[src/rtl/mem_stage_hs.sv]
// mem_stage_hs: MEM stage for a split-handshake data SRAM: waits for load data, aligns/extends it, drops orphaned responses.
module mem_stage_hs #(
  parameter int CNT_W  = 2,
  parameter int EXC_W  = 5,
  parameter int FWD_EN = 1
) (
  input  logic             clk,
  input  logic             reset,
  input  logic             es_to_ms_valid,
  output logic             ms_allowin,
  input  logic [31:0]      es_pc,
  input  logic [31:0]      es_addr,
  input  logic [2:0]       es_ld_op,
  input  logic             es_mem_req,
  input  logic [31:0]      es_rt_value,
  input  logic             es_gr_we,
  input  logic [4:0]       es_dest,
  input  logic             es_ex,
  input  logic [EXC_W-1:0] es_excode,
  input  logic             data_sram_data_ok,
  input  logic [31:0]      data_sram_rdata,
  output logic             ms_cancel_busy,
  input  logic             ws_allowin,
  input  logic             ex_from_ws,
  output logic             ms_to_ws_valid,
  output logic [31:0]      ms_pc,
  output logic [31:0]      ms_result,
  output logic             ms_gr_we,
  output logic [4:0]       ms_dest,
  output logic             ms_ex,
  output logic [EXC_W-1:0] ms_excode,
  output logic             ms_fwd_valid,
  output logic             ms_fwd_blocked,
  output logic [4:0]       ms_fwd_dest,
  output logic [31:0]      ms_fwd_data
);
  logic             r_valid, r_req, r_buf_valid, r_gr_we, r_ex;
  logic [CNT_W-1:0] r_cnt;
  logic [31:0]      r_buf, r_pc, r_addr, r_rt;
  logic [2:0]       r_ld_op;
  logic [4:0]       r_dest;
  logic [EXC_W-1:0] r_excode;
  logic             w_stale, w_ok, w_ready_go, w_inc, w_fwd_valid;
  logic [1:0]       w_a;
  logic [31:0]      w_d, w_sh, w_lwl, w_lwr, w_load;
  logic [15:0]      w_half;
  // a response arriving while cancelled loads are outstanding belongs to one of them
  assign w_stale        = data_sram_data_ok & (r_cnt != '0);
  assign w_ok           = data_sram_data_ok & (r_cnt == '0);
  assign w_ready_go     = !r_req | w_ok | r_buf_valid;
  assign ms_allowin     = !r_valid | (w_ready_go & ws_allowin);
  assign ms_to_ws_valid = r_valid & w_ready_go & !ex_from_ws;
  assign ms_cancel_busy = r_cnt != '0;
  assign w_inc          = ex_from_ws & r_valid & r_req & !r_buf_valid & !w_ok;
  always_ff @(posedge clk) begin
    if (reset) begin
      r_valid     <= 1'b0;
      r_buf_valid <= 1'b0;
      r_cnt       <= '0;
    end else begin
      r_valid <= ex_from_ws ? 1'b0 : ms_allowin ? es_to_ms_valid : r_valid;
      r_cnt   <= r_cnt + CNT_W'(w_inc) - CNT_W'(w_stale);
      if (ex_from_ws || (ms_to_ws_valid && ws_allowin))
        r_buf_valid <= 1'b0;
      else if (r_valid && r_req && w_ok && !ws_allowin)
        r_buf_valid <= 1'b1;
      if (w_inc && !w_stale)
        assert (r_cnt != '1) else $error("cancel counter overflow");
    end
  end
  always_ff @(posedge clk) begin
    if (r_valid && r_req && w_ok && !ws_allowin && !r_buf_valid)
      r_buf <= data_sram_rdata;
    if (es_to_ms_valid && ms_allowin) begin
      r_pc     <= es_pc;
      r_addr   <= es_addr;
      r_ld_op  <= es_ld_op;
      r_req    <= es_mem_req;
      r_rt     <= es_rt_value;
      r_gr_we  <= es_gr_we;
      r_dest   <= es_dest;
      r_ex     <= es_ex;
      r_excode <= es_excode;
    end
  end
  assign w_a    = r_addr[1:0];
  assign w_d    = r_buf_valid ? r_buf : data_sram_rdata;
  assign w_sh   = w_d >> {w_a, 3'b0};
  assign w_half = r_addr[1] ? w_d[31:16] : w_d[15:0];
  assign w_lwl  = (w_d << {~w_a, 3'b0}) | (r_rt & (32'h00FF_FFFF >> {w_a, 3'b0}));
  assign w_lwr  = w_sh | (r_rt & ~(32'hFFFF_FFFF >> {w_a, 3'b0}));
  always_comb begin
    w_load = r_addr;
    case (r_ld_op)
      3'd1: w_load = w_d;
      3'd2: w_load = {{24{w_sh[7]}}, w_sh[7:0]};
      3'd3: w_load = {24'b0, w_sh[7:0]};
      3'd4: w_load = {{16{w_half[15]}}, w_half};
      3'd5: w_load = {16'b0, w_half};
      3'd6: w_load = w_lwl;
      3'd7: w_load = w_lwr;
      default: w_load = r_addr;
    endcase
  end
  assign ms_pc       = r_pc;
  assign ms_result   = w_load;
  assign ms_gr_we    = r_gr_we & !r_ex;
  assign ms_dest     = r_dest;
  assign ms_ex       = r_ex;
  assign ms_excode   = r_excode;
  assign w_fwd_valid = (FWD_EN != 0) & r_valid & ms_gr_we;
  assign ms_fwd_valid   = w_fwd_valid;
  assign ms_fwd_blocked = w_fwd_valid & r_req & (r_ld_op != 3'd0) & !(w_ok | r_buf_valid);
  assign ms_fwd_dest    = w_fwd_valid ? r_dest : 5'd0;
  assign ms_fwd_data    = w_fwd_valid ? w_load : 32'd0;
endmodule

[config.mk]
export PLATFORM = sky130hd
export DESIGN_NAME = mem_stage_hs
export DESIGN_NICKNAME = d
export VERILOG_FILES = /design/src/rtl/mem_stage_hs.sv
export SDC_FILE = /design/constraint.sdc
export NUM_CORES = 1
export LEC_CHECK = 0
export BUFFER_PORTS_ARGS = -buffer_cell sky130_fd_sc_hd__buf_2
export CELL_PAD_IN_SITES_DETAIL_PLACEMENT = 1
export CELL_PAD_IN_SITES_GLOBAL_PLACEMENT = 1
export CORE_MARGIN = 2
export CORE_UTILIZATION = 40
export DETAILED_ROUTE_END_ITERATION = 7
export GPL_ROUTABILITY_DRIVEN = 0
export PLACE_DENSITY = 0.86
export RECOVER_POWER = 50
export SLEW_MARGIN = 5
export SYNTH_ARGS = -nofsm -noshare
export SYNTH_HDL_FRONTEND = slang
export SYNTH_SLANG_ARGS = --single-unit
[constraint.sdc]
create_clock -name clk -period 6.5 [get_ports clk]
set_input_delay 1.3 -clock clk [delete_from_list [all_inputs] [get_ports clk]]
set_output_delay 1.3 -clock clk [all_outputs]
set_load 0.1 [all_outputs]
==> key figures <==
Status
  • Status: finished with violations
  • Violated checks: capacitance limit, slew limit

Floorplan
  • Die Wd: 146 µm
  • Row Count: 51
  • Die area: 21300 µm²
  • IO Count: 268
  • Vert. Die Dim: 146 µm
  • Core Box Area: 19600 µm²
  • Starting utilization of the core area: 0.411

Cells and area
  • Layout area overhead: 25.2%
  • Final non-filler cell area: 10100 µm²
  • Layout cells sized above 1: 0.336
  • Fin util: 0.514
  • Number of nets in the layout: 1037

Placement
  • Count of input and output buffers: 267
  • Post-place setup slack: 1.32 ns
  • Area after detailed placement: 9570 µm²
  • Final HPWL from detailed placement: 20.1 mm

Clock tree
  • Worst skew pair latency: 0.43 ns
  • Count of hold buffers inserted by post-cts repair: 0
  • Number of buffers added for setup after CTS: 0
  • Number of buffers on the longest clock path: 2
  • Clock transition time at the flip-flop clock pins of the worst setup and hold paths: 0.06 ns
  • Number of buffers inserted during clock tree synthesis: 17
  • TritonCTS clock tree: built
  • Cells resized by post-CTS repair: 0
  • Max H-tree Level: 4
  • Clk sinks: 148
  • Clock root buffer: sky130_fd_sc_hd__clkbuf_16

Global routing
  • Largest net degree at the start of global routing: 83
  • Global route total overflow: 0
  • Initial antenna violation count: 1
  • Global-route wire length before repair: 41.4 mm
  • Overall track demand over capacity in global routing: 0.256
  • Via count of the first global-routing pass: 7202

STA
  • Final count of hold timing violations: 0
  • Share of the cycle needed by the critical path after routing: 0.814
  • Final clock skew: 0.0120 ns
  • Transition time of the tightest slew-check pin: 2.06 ns
  • Top achievable clock speed: 189 MHz
  • Tightest slew margin relative to the limit: -0.374
  • Final worst-path setup slack: 1.21 ns
  • Clock period minus worst slack: 5.29 ns
  • Final max-slew violation count: 33
  • Unrepaired setup endpoints after global routing: no
  • Count of final setup violators: 0
  • Smallest hold slack: 0.597 ns
  • Post-Route Setup TNS: 0 ns

Pwr
  • Static leakage: 3.92 nW
  • Largest vdd supply drop: 0.300 mV
  • Cell Pwr Density: 296 nW/µm²

Setup path
  • Kind of critical path: primary input to output port
  • Signal arrival time at the worst endpoint: 3.99 ns
  • Register-to-register path setup slack: 3.18 ns
  • Nature of the critical path endpoint: output port
  • Maximum fanout along the worst path: 15
  • Kind of launch point of the worst setup path: primary input
  • Setup crit start: data_sram_rdata[15]
  • Worst setup endpoint: ms_fwd_data[20]
  • Required time worst endpoint: 5.20 ns
  • R2r worst-path depth: 5
  • Critical R2R Launch: r_buf_valid
  • Reg-to-reg critical path endpoint: r_addr[19]

Route
  • Mean routed wirelength per cell: 23.7 µm
  • Via count: 6673
  • Count of TritonRoute iterations in the first routing pass: 5
  • DR DRC count: 0
  • Initial DRC Count: 559
  • Antenna-violating nets left: 0
  • Via/cell ratio: 5.74
  • Total detailed-routing wirelength: 27.6 mm

Logic synthesis
  • Unique masters post-synth: 55
  • Number of synthesized flops with an enable pin: 144
  • Post-synthesis cell area: 8050 µm²
  • Async set-or-reset flop fraction in the synthesized netlist: 0
  • Post-Synthesis Cells: 636
  • Total of flip-flops plus latches after synthesis: 148
  • Part of the Yosys area used for sequential elements: 0.547
  • Top area cells in the synthesized netlist: sky130_fd_sc_hd__edfxtp_1, sky130_fd_sc_hd__mux4_2, sky130_fd_sc_hd__mux2i_1
  • Main flop type after synthesis: sky130_fd_sc_hd__edfxtp_1
  • Net Count, Synth: 788
  • Cell accounting for the most synthesized area: sky130_fd_sc_hd__edfxtp_1
  • Share of the synthesized area in the top cell type: 0.537
  • Yosys warnings: 0
  • Post-Syn Area per Cell: 12.7 µm²

Min path
  • Class of the tightest hold or removal check: flop to flop

Job
  • Max capacitance violation total: 1
[power breakdown]
| group | switching (mW) | leakage, nW | total, mW | internal, mW |
|---|---|---|---|---|
| Combinational | 0.639 | 2.23 | 0.818 | 0.179 |
| Clock | 0.442 | 0.282 | 1.02 | 0.576 |
| Sequential | 0.0323 | 1.41 | 1.14 | 1.11 |
| Total | 1.11 | 3.92 | 2.98 | 1.87 |
[metal layers]
layer,vias up,share of wire,global-route usage,wire length [µm]
li1,2984,-,-,-
met1,3384,0.36,0.275,9970
met2,266,0.55,0.486,15000
met3,37,0.068,0.0652,1870
met4,2,0.025,0.0863,690
met5,-,0.00040,0,11
[kinds of logic after synthesis]
kind of cell	after synthesis	share of synthesized area
xor gates and xnor gates	2	0.00218
and+or+nand+nor	199	0.119
AOI/OAI and AO/OA	120	0.114
muxes	106	0.180
DFF	148	0.547
adders and majority gates	2	0.00311
buffers and inverters	59	0.0340
[metrics by stage]
step / power, mW / std cells
2_1_floorplan: 1.79 / 636
3_3_place_gp: 1.96 / 1131
3_5_place_dp: 1.98 / 1131
4_1_cts: 3.00 / 1162
5_1_grt: 3.06 / 1162
6_report: 2.98 / 1163
[state kept, by name, summed over array words and instances (netlist names)]
signal	cells
r_buf_valid	1
r_rt	32
r_req	1
ms_dest	5
ms_ex	1
ms_pc	32
r_cnt	2
r_valid	1
ms_excode	5
r_addr	32
r_ld_op	3
r_gr_we	1
r_buf	32
[area by class of cell]
type / instances / area [µm²]
Clock inverter: 14 / 166
Fill cell: 2138 / 9510
Sequential cell: 148 / 4410
Antenna cell: 1 / 2.50
Inverter: 13 / 48.8
Multi-Input combinational cell: 429 / 3370
Timing Repair Buffer: 276 / 1320
Tap cell: 265 / 332
Clock buffer: 17 / 425
[layout by cell type, fill, tap and decap left out, types with 21 or more instances in the layout]
cell type / synthesis / final
sky130_fd_sc_hd__a21oi_1: 22 / 22
sky130_fd_sc_hd__buf_2: 15 / 205
sky130_fd_sc_hd__clkbuf_1: 21 / 63
sky130_fd_sc_hd__edfxtp_1: 144 / 144
sky130_fd_sc_hd__mux2_2: 21 / 21
sky130_fd_sc_hd__mux2i_1: 56 / 56
sky130_fd_sc_hd__mux4_2: 29 / 29
sky130_fd_sc_hd__nand2_1: 34 / 34
sky130_fd_sc_hd__nor2_1: 79 / 79
sky130_fd_sc_hd__nor3_1: 21 / 21
[worst max-delay path: stages]
cell and delay, ns:
sky130_fd_sc_hd__clkbuf_1 0.25, sky130_fd_sc_hd__mux2i_1 0.12, sky130_fd_sc_hd__mux4_2 0.55, sky130_fd_sc_hd__a221oi_4 0.86
sky130_fd_sc_hd__a2111oi_0 0.22, sky130_fd_sc_hd__nor3_1 0.22, sky130_fd_sc_hd__buf_2 0.46
[cells in the mapped netlist (all sizes together), types with 13 or more instances]
master  number
nor2        80
o32a        13
and2        16
edfxtp     144
nor3        21
inv         13
o211ai      15
a21oi       22
nand2b      14
nand2       34
mux4        29
buf         25
clkbuf      21
mux2i       56
mux2        21
[worst min-delay path by stage]
stage,start,endpoint,cells after the start
CTS,r_cnt[1],r_cnt[1],2
finish,r_cnt[1],r_cnt[1],2
floorplan,r_cnt[1],r_cnt[1],2
global route,r_cnt[1],r_cnt[1],2
detailed placement,r_cnt[1],r_cnt[1],2
global placement,r_cnt[1],r_cnt[1],2
(Power assumes the default switching activity.)
